**src/rtl/div_sub_pkg.sv**
```systemverilog
// div_sub_pkg: shared FSM encoding and width helpers for the multiply-add inverse divider
package div_sub_pkg;
    typedef enum logic [2:0] {IDLE, PREP, DIVIDE, FIX, DONE} state_t;
    // d = p - c needs one bit beyond the wider operand so it can never overflow
    function automatic int d_width(int p_w, int c_w);
        return (p_w > c_w ? p_w : c_w) + 1;
    endfunction
    function automatic int cnt_width(int d_w);
        return $clog2(d_w + 1);
    endfunction
endpackage

```
**src/rtl/udiv_core.sv**
```systemverilog
// udiv_core: unsigned restoring divider, one quotient bit per step
// clk/rst_n: clock, sync active-low reset; start: load n and dv; step: perform one iteration
// last: current step is the final one; quo/rem: unsigned quotient and remainder
module udiv_core
    import div_sub_pkg::*;
#(
    parameter int N_WIDTH = 49,
    parameter int V_WIDTH = 18
) (
    input  logic               clk,
    input  logic               rst_n,
    input  logic               start,
    input  logic               step,
    input  logic [N_WIDTH-1:0] n,
    input  logic [V_WIDTH-1:0] dv,
    output logic               last,
    output logic [N_WIDTH-1:0] quo,
    output logic [V_WIDTH-1:0] rem
);
    localparam int CW = cnt_width(N_WIDTH);
    logic [V_WIDTH-1:0] dv_r;
    logic [CW-1:0]      cnt;
    logic [V_WIDTH:0]   sh;
    logic               keep;
    // quo starts as the dividend; its top bit feeds the partial remainder while quotient bits enter at the bottom
    assign sh   = {rem, quo[N_WIDTH-1]};
    assign keep = sh >= {1'b0, dv_r};
    assign last = cnt == CW'(N_WIDTH - 1);
    always_ff @(posedge clk) begin
        if (!rst_n) begin
            rem  <= '0;
            quo  <= '0;
            dv_r <= '0;
            cnt  <= '0;
        end else if (start) begin
            rem  <= '0;
            quo  <= n;
            dv_r <= dv;
            cnt  <= '0;
        end else if (step) begin
            rem <= V_WIDTH'(keep ? sh - {1'b0, dv_r} : sh);
            quo <= {quo[N_WIDTH-2:0], keep};
            cnt <= cnt + 1'b1;
        end
    end
endmodule

```
**src/rtl/div_sub.sv**
```systemverilog
// div_sub: recovers a = (p - c) / b with remainder, fixed-latency sequential divider
// in_valid/in_ready accept p, b, c; out_valid/out_ready present q, r, div_by_zero, overflow
module div_sub
    import div_sub_pkg::*;
#(
    parameter int A_DATA_WIDTH = 25,
    parameter int B_DATA_WIDTH = 18,
    parameter int C_DATA_WIDTH = 48,
    parameter int P_DATA_WIDTH = 48
) (
    input  logic                    clk,
    input  logic                    rst_n,
    input  logic                    in_valid,
    output logic                    in_ready,
    input  logic [P_DATA_WIDTH-1:0] p,
    input  logic [B_DATA_WIDTH-1:0] b,
    input  logic [C_DATA_WIDTH-1:0] c,
    output logic                    out_valid,
    input  logic                    out_ready,
    output logic [A_DATA_WIDTH-1:0] q,
    output logic [B_DATA_WIDTH-1:0] r,
    output logic                    div_by_zero,
    output logic                    overflow
);
    localparam int DW = d_width(P_DATA_WIDTH, C_DATA_WIDTH);
    localparam logic [DW-1:0] Q_LIM = DW'(1) << (A_DATA_WIDTH - 1);
    state_t                  state, state_nx;
    logic [P_DATA_WIDTH-1:0] p_r;
    logic [B_DATA_WIDTH-1:0] b_r, b_mag, ur, r_fix;
    logic [C_DATA_WIDTH-1:0] c_r;
    logic [DW-1:0]           d, d_mag, uq;
    logic [A_DATA_WIDTH-1:0] q_fix;
    logic                    q_neg, r_neg, dz, last, ovf;
    assign d         = {{(DW-P_DATA_WIDTH){p_r[P_DATA_WIDTH-1]}}, p_r} - {{(DW-C_DATA_WIDTH){c_r[C_DATA_WIDTH-1]}}, c_r};
    assign d_mag     = d[DW-1] ? -d : d;
    assign b_mag     = b_r[B_DATA_WIDTH-1] ? -b_r : b_r;
    assign in_ready  = state == IDLE;
    assign out_valid = state == DONE;
    // a negative quotient may reach magnitude 2^(A-1), a positive one only 2^(A-1)-1
    assign ovf   = q_neg ? uq > Q_LIM : uq >= Q_LIM;
    assign q_fix = ovf ? {q_neg, {(A_DATA_WIDTH-1){!q_neg}}} : (q_neg ? -uq[A_DATA_WIDTH-1:0] : uq[A_DATA_WIDTH-1:0]);
    assign r_fix = r_neg ? -ur : ur;
    udiv_core #(.N_WIDTH(DW), .V_WIDTH(B_DATA_WIDTH)) u_core (
        .clk  (clk),
        .rst_n(rst_n),
        .start(state == PREP),
        .step (state == DIVIDE),
        .n    (d_mag),
        .dv   (b_mag),
        .last (last),
        .quo  (uq),
        .rem  (ur)
    );
    always_comb begin
        state_nx = state;
        case (state)
            IDLE:    state_nx = in_valid ? PREP : IDLE;
            PREP:    state_nx = DIVIDE;
            DIVIDE:  state_nx = last ? FIX : DIVIDE;
            FIX:     state_nx = DONE;
            DONE:    state_nx = out_ready ? IDLE : DONE;
            default: state_nx = IDLE;
        endcase
    end
    always_ff @(posedge clk) begin
        if (!rst_n) begin
            state       <= IDLE;
            p_r         <= '0;
            b_r         <= '0;
            c_r         <= '0;
            q_neg       <= 1'b0;
            r_neg       <= 1'b0;
            dz          <= 1'b0;
            q           <= '0;
            r           <= '0;
            div_by_zero <= 1'b0;
            overflow    <= 1'b0;
        end else begin
            state <= state_nx;
            if (state == IDLE && in_valid) begin
                p_r         <= p;
                b_r         <= b;
                c_r         <= c;
                q           <= '0;
                r           <= '0;
                div_by_zero <= 1'b0;
                overflow    <= 1'b0;
            end
            if (state == PREP) begin
                q_neg <= d[DW-1] ^ b_r[B_DATA_WIDTH-1];
                r_neg <= d[DW-1];
                dz    <= b_r == '0;
            end
            if (state == FIX) begin
                q           <= dz ? '0 : q_fix;
                r           <= dz ? '0 : r_fix;
                div_by_zero <= dz;
                overflow    <= !dz && ovf;
            end
        end
    end
endmodule
```
**config.mk**
```make
export PLATFORM = sky130hd
export DESIGN_NAME = div_sub
export DESIGN_NICKNAME = d
export VERILOG_FILES = /design/src/rtl/div_sub_pkg.sv /design/src/rtl/udiv_core.sv /design/src/rtl/div_sub.sv
export SDC_FILE = /design/constraint.sdc
export NUM_CORES = 1
export LEC_CHECK = 0
export ABC_AREA = 1
export CAP_MARGIN = 20
export CORE_ASPECT_RATIO = 0.7
export CORE_MARGIN = 4
export CORE_UTILIZATION = 52
export DETAILED_ROUTE_END_ITERATION = 10
export PLACE_DENSITY = 0.74
export SKIP_CTS_REPAIR_TIMING = 1
export SLEW_MARGIN = 20
export SYNTH_ARGS = -nofsm -noshare
export SYNTH_HDL_FRONTEND = slang
export SYNTH_SLANG_ARGS = --single-unit
```
**constraint.sdc**
```tcl
create_clock -name clk -period 6.9 [get_ports clk]
set_clock_uncertainty 0.15 [all_clocks]
set_input_delay 1.38 -clock clk [delete_from_list [all_inputs] [get_ports clk]]
set_output_delay 1.38 -clock clk [all_outputs]
set_load 0.05 [all_outputs]
```
==> results of run 1 <==
==> cell families (layout without fill, tap and decap cells) <==
| group | count (synthesis) | count (layout) | share of synthesized area |
|---|---|---|---|
| simple gates | 1404 | 1404 | 0.339 |
| xor+xnor | 55 | 55 | 0.0271 |
| fa+ha+maj | 74 | 74 | 0.0528 |
| flops | 256 | 256 | 0.288 |
| compound gates | 569 | 569 | 0.172 |
| buf+inv | 554 | 675 | 0.122 |
==> per-stage QoR <==
step | power [mW] | cells
after floorplan | 3.43 | 2912
after global placement | 3.99 | 3419
after detailed placement | 4.03 | 3420
after CTS | 5.67 | 3468
after global routing | 6.06 | 3468
final | 5.69 | 3468
==> worst max-delay path by stage <==
stage | endpoint | start
6_report | u_core.quo[15]$_SDFFE_PN0P_ | p_r[0]$_SDFFE_PN0P_
5_1_grt | u_core.quo[15]$_SDFFE_PN0P_ | p_r[0]$_SDFFE_PN0P_
4_1_cts | u_core.quo[15]$_SDFFE_PN0P_ | p_r[0]$_SDFFE_PN0P_
3_5_place_dp | c_r[30]$_SDFFE_PN0P_ | in_valid
3_3_place_gp | r[2]$_SDFFE_PN0P_ | in_valid
2_1_floorplan | u_core.quo[46]$_SDFFE_PN0P_ | p_r[0]$_SDFFE_PN0P_
==> Yosys cell counts (5+ instances only) <==
cell | count | share of area
a21oi_1 | 278 | 0.078
nor4_1 | 10 | 0.0035
nand4_1 | 50 | 0.018
o221ai_1 | 8 | 0.0039
nand2_4 | 5 | 0.0032
nand3b_1 | 15 | 0.0063
nor2_1 | 195 | 0.041
xnor2_1 | 15 | 0.0074
nand2_2 | 37 | 0.013
clkinv_1 | 6 | 0.0013
xor2_1 | 40 | 0.020
inv_2 | 16 | 0.0034
o21ai_1 | 5 | 0.0014
o21bai_1 | 9 | 0.0038
inv_1 | 433 | 0.091
dfxtp_1 | 256 | 0.29
nand2_1 | 885 | 0.19
nor2_2 | 18 | 0.0063
clkbuf_1 | 81 | 0.017
a31oi_1 | 41 | 0.014
nand3_1 | 136 | 0.038
nor3_1 | 29 | 0.0082
nand3_2 | 9 | 0.0051
buf_6 | 5 | 0.0032
ha_1 | 72 | 0.051
o21ai_0 | 188 | 0.053
o22ai_1 | 17 | 0.0060
==> metal layers <==
layer / GRT usage / part of all wire / vias to the layer above
met4: 0.0486 / 0.017 / 0
met5: 0 / 0 / -
met2: 0.413 / 0.40 / 701
met3: 0.0446 / 0.081 / 62
li1: - / - / 9543
met1: 0.430 / 0.51 / 8468
==> final cells by class <==
class,instances,area [µm²],area share
well taps,435,544,0.0264
clock inverters,15,240,0.0116
repair buffers,172,1720,0.0832
clock buffers,33,748,0.0363
inverters,455,1710,0.0829
flip-flops and latches,256,5120,0.249
multi-input cells,2102,10500,0.511
==> power groups by stage <==
| stage | logic, mW | registers [mW] | clock network [mW] |
|---|---|---|---|
| after global placement | 2.27 | 1.71 | 0 |
| after CTS | 2.33 | 1.69 | 1.65 |
| after global routing | 2.66 | 1.70 | 1.71 |
| after detailed placement | 2.31 | 1.72 | 0 |
| final | 2.38 | 1.69 | 1.62 |
| after floorplan | 1.73 | 1.70 | 0 |
==> critical path, cell delays in order (launching register included) <==
cell and delay [ns]:
dfxtp_1 0.31, inv_1 0.05, ha_1 0.32, fa_1 0.42, inv_1 0.14, nand3_1 0.12
nand2_2 0.12, nand2_2 0.05, nand2_2 0.12, nand2_1 0.11, nand3_2 0.15, nand2_2 0.09
nand2_2 0.10, a21oi_2 0.08, inv_2 0.07, nand2_2 0.06, nand2_4 0.44, o21ai_0 0.26
o21ai_0 0.22, a21oi_1 0.09, nor2_1 0.10, nor2_1 0.05
==> sequential cells by signal, summed over array words and instances, names as in the netlist, 3 cells and up <==
name and flops:
u_core.quo 49, c_r 48, p_r 48, q 25, b_r 18, r 18, u_core.dv_r 18, u_core.rem 18
u_core.cnt 6, state 3
==> impl_metrics.tcl, run 1 <==
set metrics [dict create \
    grt_max_degree 115 \
    grt_use_total 0.279 \
    arrival_ns 4.08 \
    syn_inst 2912 \
    postPlaceCellArea_um2 19600 \
    critPathKind "flop to flop" \
    power.share.clock 0.285 \
    finalInstanceArea_um2 20600 \
    final_cell_mix "nand2_1, inv_1, a21oi_1" \
    synthFlopType "dfxtp_1" \
    r2r_slack_ns 3.08 \
    antenna_found_initial 0 \
    rsz0062_at_grt "no" \
    drc 0 \
    vias 18774 \
    ys_seq_elements 256 \
    slew_violations 0 \
    whs_endpoint "c_r[23]$_SDFFE_PN0P_" \
    grt_pass1_vias 17108 \
    final_common_cell "nand2_1" \
    numPortBuffers 164 \
    drtIter0Drc 1787 \
    htree_levels 1 \
    worst_pin_slew_ns 1.04 \
    drv_cap 0 \
    cts_max_path_buffers 3 \
    drtAntennaViolNets 0 \
    tritoncts "done" \
    start_util 0.529 \
    cts_made_buffers 26 \
    r2r-start "p_r[0]$_SDFFE_PN0P_" \
    p_sw_frac 0.416 \
    core_um2 33600 \
    grt_overflow 0 \
    syn_to_final_growth_pct 15.8 \
    worstSetupStartpointType "flop" \
    drive_above_1_share 0.0544 \
    syn_area_um2 17800 \
    place.gp.congestion 1.00 \
    yosys_warnings 0 \
    vias_per_cell 5.41 \
    yosysUniqueCellTypes 53 \
    grt_pass1_wl_um 87200 \
    die_h_um 163 \
    reg2reg_to "u_core.quo[15]$_SDFFE_PN0P_" \
    numClockSinks 256 \
    final_nets 3205 \
    max-slew-margin-rel 0.310 \
    insertion_delay_ns 0.56 \
    die_w_um 229 \
    syn-num-nets 3104 \
    path_max_fanout 50 \
    timing.final.ws_setup_ns 3.08 \
    p_sw_mw 2.36 \
    setup_viol 0 \
    syn-mean-instance-area_um2 6.11 \
    place_ws_ns 2.96 \
    comb_power_share 0.418 \
    dp_hpwl_um 41300 \
    p_leak_nw 9.57 \
    hold_path.class "flop to flop" \
    seqPwrFrac 0.297 \
    avgRoutedWirePerCell_um 15.5 \
    r2r_cells 21 \
    hold_path_depth 2 \
    ys_seq_area_frac 0.288 \
    crit_path_end_kind "flop" \
    clock-root-buffer "clkbuf_16" \
    async_flop_share 0 \
    diodes 0 \
    fillers 3252 \
    max_freq_mhz 262 \
    status "completed" \
    utilization 0.613 \
    finalHoldViolations 0 \
    cts.clk_slew.worst_paths_ns 0.06 \
    synth_edf_count 0 \
    pwr_density_cell_nw_per_um2 276 \
    ios 165 \
    whs_ns 0.310 \
    internal-power_mw 3.33 \
    rows 56 \
    fin_crit_ns 3.82 \
    min_period_over_period 0.553 \
    hp-start "c_r[23]$_SDFFE_PN0P_" \
    dr.pass1.iters 6 \
    die_area_um2 37300 \
    setup-tns-final_ns 0 \
    critPathRequiredTime_ns 7.17 \
    drt_wl_total_um 53700 \
    ir_drop_v 0.000186 \
]
No activity file was read; power rests on OpenSTA's default activity.
==> run 2: changes to the inputs <==
--- a/config.mk
+++ b/config.mk
@@ -11,7 +11,7 @@
 export CORE_MARGIN = 4
 export CORE_UTILIZATION = 52
 export DETAILED_ROUTE_END_ITERATION = 10
-export PLACE_DENSITY = 0.74
+export PLACE_DENSITY = 0.77
 export SKIP_CTS_REPAIR_TIMING = 1
 export SLEW_MARGIN = 20
 export SYNTH_ARGS = -nofsm -noshare
==> constraint.sdc (replaced) <==
create_clock -name clk -period 3.3 [get_ports clk]
set_clock_uncertainty 0.15 [all_clocks]
set_input_delay 0.66 -clock clk [delete_from_list [all_inputs] [get_ports clk]]
set_output_delay 0.66 -clock clk [all_outputs]
set_load 0.05 [all_outputs]
==> run 2 against run 1 <==
  * The flow now finishes with violations (negative setup slack)
  * First-iteration DRC count grew 13%
  * Critical endpoint is now u_core.quo[30]$_SDFFE_PN0P_
  * Routed wire length grew 7.8%
  * Cell area grew 5.3%
  * Clock power grew 93%
==> impl_metrics.tcl, run 2 (synthesis results as in run 1) <==
set metrics [dict create \
    status "finished, violations left" \
    violations "negative setup slack" \
    setup-tns-final_ns -0.196 \
    ir_drop_v 0.000390 \
    dr.pass1.iters 5 \
    place.gp.congestion 0.989 \
    numPortBuffers 164 \
    die_h_um 163 \
    reg2reg_to "u_core.quo[30]$_SDFFE_PN0P_" \
    whs_ns 0.305 \
    reg.largest.list "u_core.quo x49, c_r x48, p_r x48" \
    drv_cap 0 \
    antenna_found_initial 2 \
    final_common_cell "nand2_1" \
    finalInstanceArea_um2 21700 \
    min_period_over_period 1.03 \
    p_leak_nw 9.98 \
    finalHoldViolations 0 \
    drive_above_1_share 0.111 \
    grt_pass1_vias 17318 \
    top_register "u_core.quo" \
    max-slew-margin-rel 0.421 \
    r2r_cells 19 \
    start_util 0.529 \
    dp_hpwl_um 44000 \
    htree_levels 1 \
    avgRoutedWirePerCell_um 16.3 \
    die_w_um 229 \
    cts_max_path_buffers 3 \
    r2r_slack_ns -0.09 \
    grt_use_total 0.293 \
    critPathKind "flop to flop" \
    path_max_fanout 6 \
    tritoncts "done" \
    cts.clk_slew.worst_paths_ns 0.06 \
    final_cell_mix "nand2_1, inv_1, a21oi_1" \
    place_inst 3482 \
    r2r-start "p_r[0]$_SDFFE_PN0P_" \
    clock-root-buffer "clkbuf_16" \
    worst_pin_slew_ns 0.867 \
    postPlaceCellArea_um2 20200 \
    die_area_um2 37300 \
    worstSetupStartpointType "flop" \
    diodes 0 \
    grt_overflow 0 \
    hold_path.class "flop to flop" \
    fin_crit_ns 3.39 \
    syn_to_final_growth_pct 21.9 \
    rsz0062_at_grt "yes" \
    grt_pass1_wl_um 90500 \
    timing.final.ws_setup_ns -0.0901 \
    rows 56 \
    largest_reg_flops 49 \
    fillers 3134 \
    drc 0 \
    setup_viol 4 \
    cts_made_buffers 27 \
    grt_max_degree 150 \
    place_ws_ns -0.114 \
    pwr_density_cell_nw_per_um2 569 \
    hold_path_depth 2 \
    drtAntennaViolNets 0 \
    numClockSinks 256 \
    arrival_ns 3.72 \
    final_nets 3280 \
    drtIter0Drc 2022 \
    insertion_delay_ns 0.56 \
    crit_path_end_kind "flop" \
    vias_per_cell 5.47 \
    hp-start "c_r[40]$_SDFFE_PN0P_" \
    utilization 0.645 \
    ios 165 \
    critPathRequiredTime_ns 3.63 \
    whs_endpoint "c_r[40]$_SDFFE_PN0P_" \
    core_um2 33600 \
    slew_violations 0 \
    p_total_mw 12.3 \
    drt_wl_total_um 57900 \
    final_cell_count_no_fill 3542 \
    vias 19364 \
    max_freq_mhz 295 \
]
-- run 2: metal layers --
layer,vias to the layer above,global-route usage,share of wire
li1,9696,-,-
met1,8790,0.450,0.49
met2,818,0.431,0.40
met3,60,0.0582,0.096
met4,0,0.0464,0.016
met5,-,0,0
-- run 2: area by class of cell --
class | instances | area [µm²] | share of cell area
sequential | 256 | 5130 | 0.236
timing repair buffer | 244 | 2370 | 0.109
tap | 435 | 544 | 0.0251
multi-input combinational | 2104 | 11100 | 0.509
clock buffer | 40 | 795 | 0.0366
inverter | 455 | 1710 | 0.0788
clock inverter | 8 | 103 | 0.00473
-- run 2: power by group --
part           switching, mW  leakage, nW  internal (mW)
combinational           3.77         7.45           1.93
sequential             0.187         2.09           3.34
clock                   1.30        0.435           1.82
total                   5.26         9.98           7.09
-- run 2: worst max path at each step --
stage,slack (ns),end,startpoint
after floorplan,0.41,u_core.quo[46]$_SDFFE_PN0P_,p_r[0]$_SDFFE_PN0P_
after global placement,-0.12,u_core.quo[47]$_SDFFE_PN0P_,c_r[32]$_SDFFE_PN0P_
after detailed placement,-0.11,u_core.quo[47]$_SDFFE_PN0P_,c_r[32]$_SDFFE_PN0P_
after CTS,-0.16,u_core.quo[47]$_SDFFE_PN0P_,c_r[32]$_SDFFE_PN0P_
after global routing,-0.26,u_core.quo[30]$_SDFFE_PN0P_,p_r[0]$_SDFFE_PN0P_
final,-0.09,u_core.quo[30]$_SDFFE_PN0P_,p_r[0]$_SDFFE_PN0P_
-- run 2: critical path: stages (launching register included) --
cell     delay (ns)
dfxtp_2        0.32
inv_2          0.04
ha_4           0.15
fa_2           0.61
ha_4           0.15
inv_2          0.04
a21oi_2        0.11
nand3_2        0.10
nor2_2         0.16
nand2_2        0.10
nor2_4         0.11
nand2_2        0.08
nor2_4         0.14
nand2_4        0.10
nor2_8         0.15
nand2_4        0.08
o21ai_4        0.27
or2_1          0.17
nand3_2        0.09
a21oi_2        0.19
==> run 3: changes to the inputs <==
--- a/config.mk
+++ b/config.mk
@@ -5,13 +5,13 @@
 export SDC_FILE = /design/constraint.sdc
 export NUM_CORES = 1
 export LEC_CHECK = 0
-export ABC_AREA = 1
 export CAP_MARGIN = 20
 export CORE_ASPECT_RATIO = 0.7
 export CORE_MARGIN = 4
 export CORE_UTILIZATION = 52
 export DETAILED_ROUTE_END_ITERATION = 10
 export PLACE_DENSITY = 0.77
+export SETUP_SLACK_MARGIN = 0.02
 export SKIP_CTS_REPAIR_TIMING = 1
 export SLEW_MARGIN = 20
 export SYNTH_ARGS = -nofsm -noshare
==> run 3 against run 2 <==
  * The run still ends with negative setup slack left
  * Area after synthesis fell by 6.6%
  * Via count fell by 4.6%
  * Sequential power hardly changed
  * First-iteration DRC count down 7.0%
  * Sequential share of layout area decreased by 1.3 points
  * Setup slack got worse by 0.70 ns
  * Utilization is 8.7 points higher
  * Combinational power increased by 27%
  * Global-route usage fell by 1.2 points
  * Routed wire length fell by 6.8%
  * Hold slack worse by 0.0016 ns
  * Non-clock buffer count grew 292
==> impl_metrics.tcl, run 3 <==
set metrics [dict create \
    numPortBuffers 164 \
    grt_max_degree 70 \
    timing.final.ws_setup_ns -0.792 \
    yosys_warnings 0 \
    drive_above_1_share 0.222 \
    p_sw_frac 0.388 \
    internal-power_mw 8.36 \
    dp_hpwl_um 39100 \
    ys_top_cells_by_area "dfxtp_1, a21oi_1, nand2_1" \
    syn-num-nets 2449 \
    vias 18470 \
    place.gp.congestion 0.960 \
    arrival_ns 4.35 \
    ys_seq_area_frac 0.308 \
    synth_commonest_cells "nand2_1, a21oi_1, dfxtp_1" \
    path_max_fanout 5 \
    top_register "u_core.quo" \
    grt_overflow 0 \
    critPathRequiredTime_ns 3.56 \
    drtAntennaViolNets 0 \
    synth_largest_area_cell "dfxtp_1" \
    p_leak_nw 9.21 \
    syn_to_final_growth_pct 38.1 \
    crit_path_end_kind "flop" \
    htree_levels 1 \
    reg.largest.list "u_core.quo x49, c_r x48, p_r x48" \
    comb_power_share 0.531 \
    synthFlopType "dfxtp_1" \
    final_common_cell "nand2_1" \
    final_cell_mix "nand2_1, buf_4, a21oi_1" \
    cts.clk_slew.worst_paths_ns 0.06 \
    max_freq_mhz 244 \
    place_inst 3050 \
    fin_crit_ns 4.09 \
    syn_inst 2257 \
    seqPwrFrac 0.259 \
    power.share.clock 0.210 \
    start_util 0.530 \
    die_area_um2 34900 \
    synth_top_area_frac 0.308 \
    rsz0062_at_grt "yes" \
    antenna_found_initial 0 \
    p_total_mw 13.7 \
    yosysMostFrequentCell "nand2_1" \
    die_w_um 222 \
    yosysUniqueCellTypes 94 \
    insertion_delay_ns 0.55 \
    grt_use_total 0.281 \
    min_period_over_period 1.24 \
    drc 0 \
    setup_viol 47 \
    max-slew-margin-rel 0.441 \
    status "finished, violations left" \
    p_sw_mw 5.31 \
    drtIter0Drc 1880 \
    avgRoutedWirePerCell_um 17.3 \
    rows 54 \
    worst_pin_slew_ns 0.838 \
    pwr_density_cell_nw_per_um2 595 \
    violations "negative setup slack" \
    slew_violations 0 \
    place_ws_ns -0.867 \
    ios 165 \
    largest_reg_flops 49 \
    core_um2 31400 \
    numClockSinks 256 \
    cts_max_path_buffers 3 \
    hold_path.class "flop to flop" \
    worstSetupStartpointType "flop" \
    grt_pass1_wl_um 84200 \
    clock-root-buffer "clkbuf_16" \
    critPathKind "flop to flop" \
    grt_pass1_vias 17021 \
    fillers 2467 \
    finalHoldViolations 0 \
    final_cell_count_no_fill 3115 \
    async_flop_share 0 \
    ir_drop_v 0.000423 \
    synth_edf_count 0 \
    diodes 0 \
    vias_per_cell 5.93 \
    syn-mean-instance-area_um2 7.36 \
    die_h_um 158 \
    ys_seq_elements 256 \
    drv_cap 0 \
    final_nets 2874 \
    dr.pass1.iters 6 \
    cts_made_buffers 27 \
    drt_wl_total_um 54000 \
    tritoncts "done" \
    syn_area_um2 16600 \
]
## run 3: cell count changes after synthesis, sizes merged, moves of 27 or more
cell	delta
or3	+32
nand2	-557
nor2	-37
inv	-348
nand3	-112
a211oi	+32
o21ai	-96
clkbuf	+30
xnor2	+45
nand4	-27
a22oi	+74
## run 3: worst paths after layout
path	startpoint	to	slack [ns]	cells past startpoint
setup / recovery	p_r[0]$_SDFFE_PN0P_	u_core.quo[38]$_SDFFE_PN0P_	-0.79	15
hold / removal	c_r[23]$_SDFFE_PN0P_	c_r[23]$_SDFFE_PN0P_	0.30	2
setup reg to reg	p_r[0]$_SDFFE_PN0P_	u_core.quo[38]$_SDFFE_PN0P_	-0.79	15
hold reg to reg	c_r[23]$_SDFFE_PN0P_	c_r[23]$_SDFFE_PN0P_	0.30	2
## run 3: worst max-delay path, cell delays in order, from the launching register on
cell,delay (ns)
dfxtp_2,0.34
inv_2,0.05
ha_4,0.15
fa_2,0.35
nand2b_4,0.17
a21boi_4,0.18
o2111ai_4,0.16
and3_4,0.20
a211o_1,0.30
a2111o_1,0.38
or4_4,0.63
nor4_4,0.30
buf_4,0.21
a41oi_2,0.11
xnor2_1,0.21
o22ai_1,0.09
## run 3: routing by layer
layer	GRT usage	up-vias	wire length (µm)
met5	0	-	0
met4	0.0555	0	918
met3	0.0424	75	4450
met2	0.458	770	24300
met1	0.402	8680	24300
li1	-	8945	-
## run 3: kinds of logic after synthesis
family                     synth area share
DFF                                   0.308
xor gates and xnor gates             0.0516
buffers and inverters                0.0573
adders and majority gates            0.0566
muxes                               0.00783
and+or+nand+nor                       0.243
AOI/OAI and AO/OA                     0.275
## run 3: final cells by class
cell class	count	area [µm²]	area share
repair buffers	536	4640	0.202
clock buffers	37	743	0.0324
multi-input cells	1759	11500	0.500
well taps	420	526	0.0229
flip-flops and latches	256	5130	0.224
clock inverters	5	53.8	0.00234
inverters	102	388	0.0169
## run 3: through the flow
step	area (µm²)	hold slack [ns]	setup TNS, ns	util
4_1_cts	21800	0.305	-28.20	0.696
2_1_floorplan	16700	0.286	-10.30	-
5_1_grt	23000	0.322	-28.25	0.732
6_report	23000	0.304	-21.41	0.732
3_5_place_dp	21000	0.296	-26.46	0.671
3_3_place_gp	21000	0.293	-21.30	0.671
## run 3: power by group through the flow
stage / clock network [mW] / registers (mW) / logic, mW
final: 2.87 / 3.54 / 7.26
after global routing: 3.03 / 3.57 / 7.80
after CTS: 2.91 / 3.52 / 6.28
after detailed placement: 0 / 3.59 / 6.24
after global placement: 0 / 3.58 / 6.12
after floorplan: 0 / 3.57 / 3.67
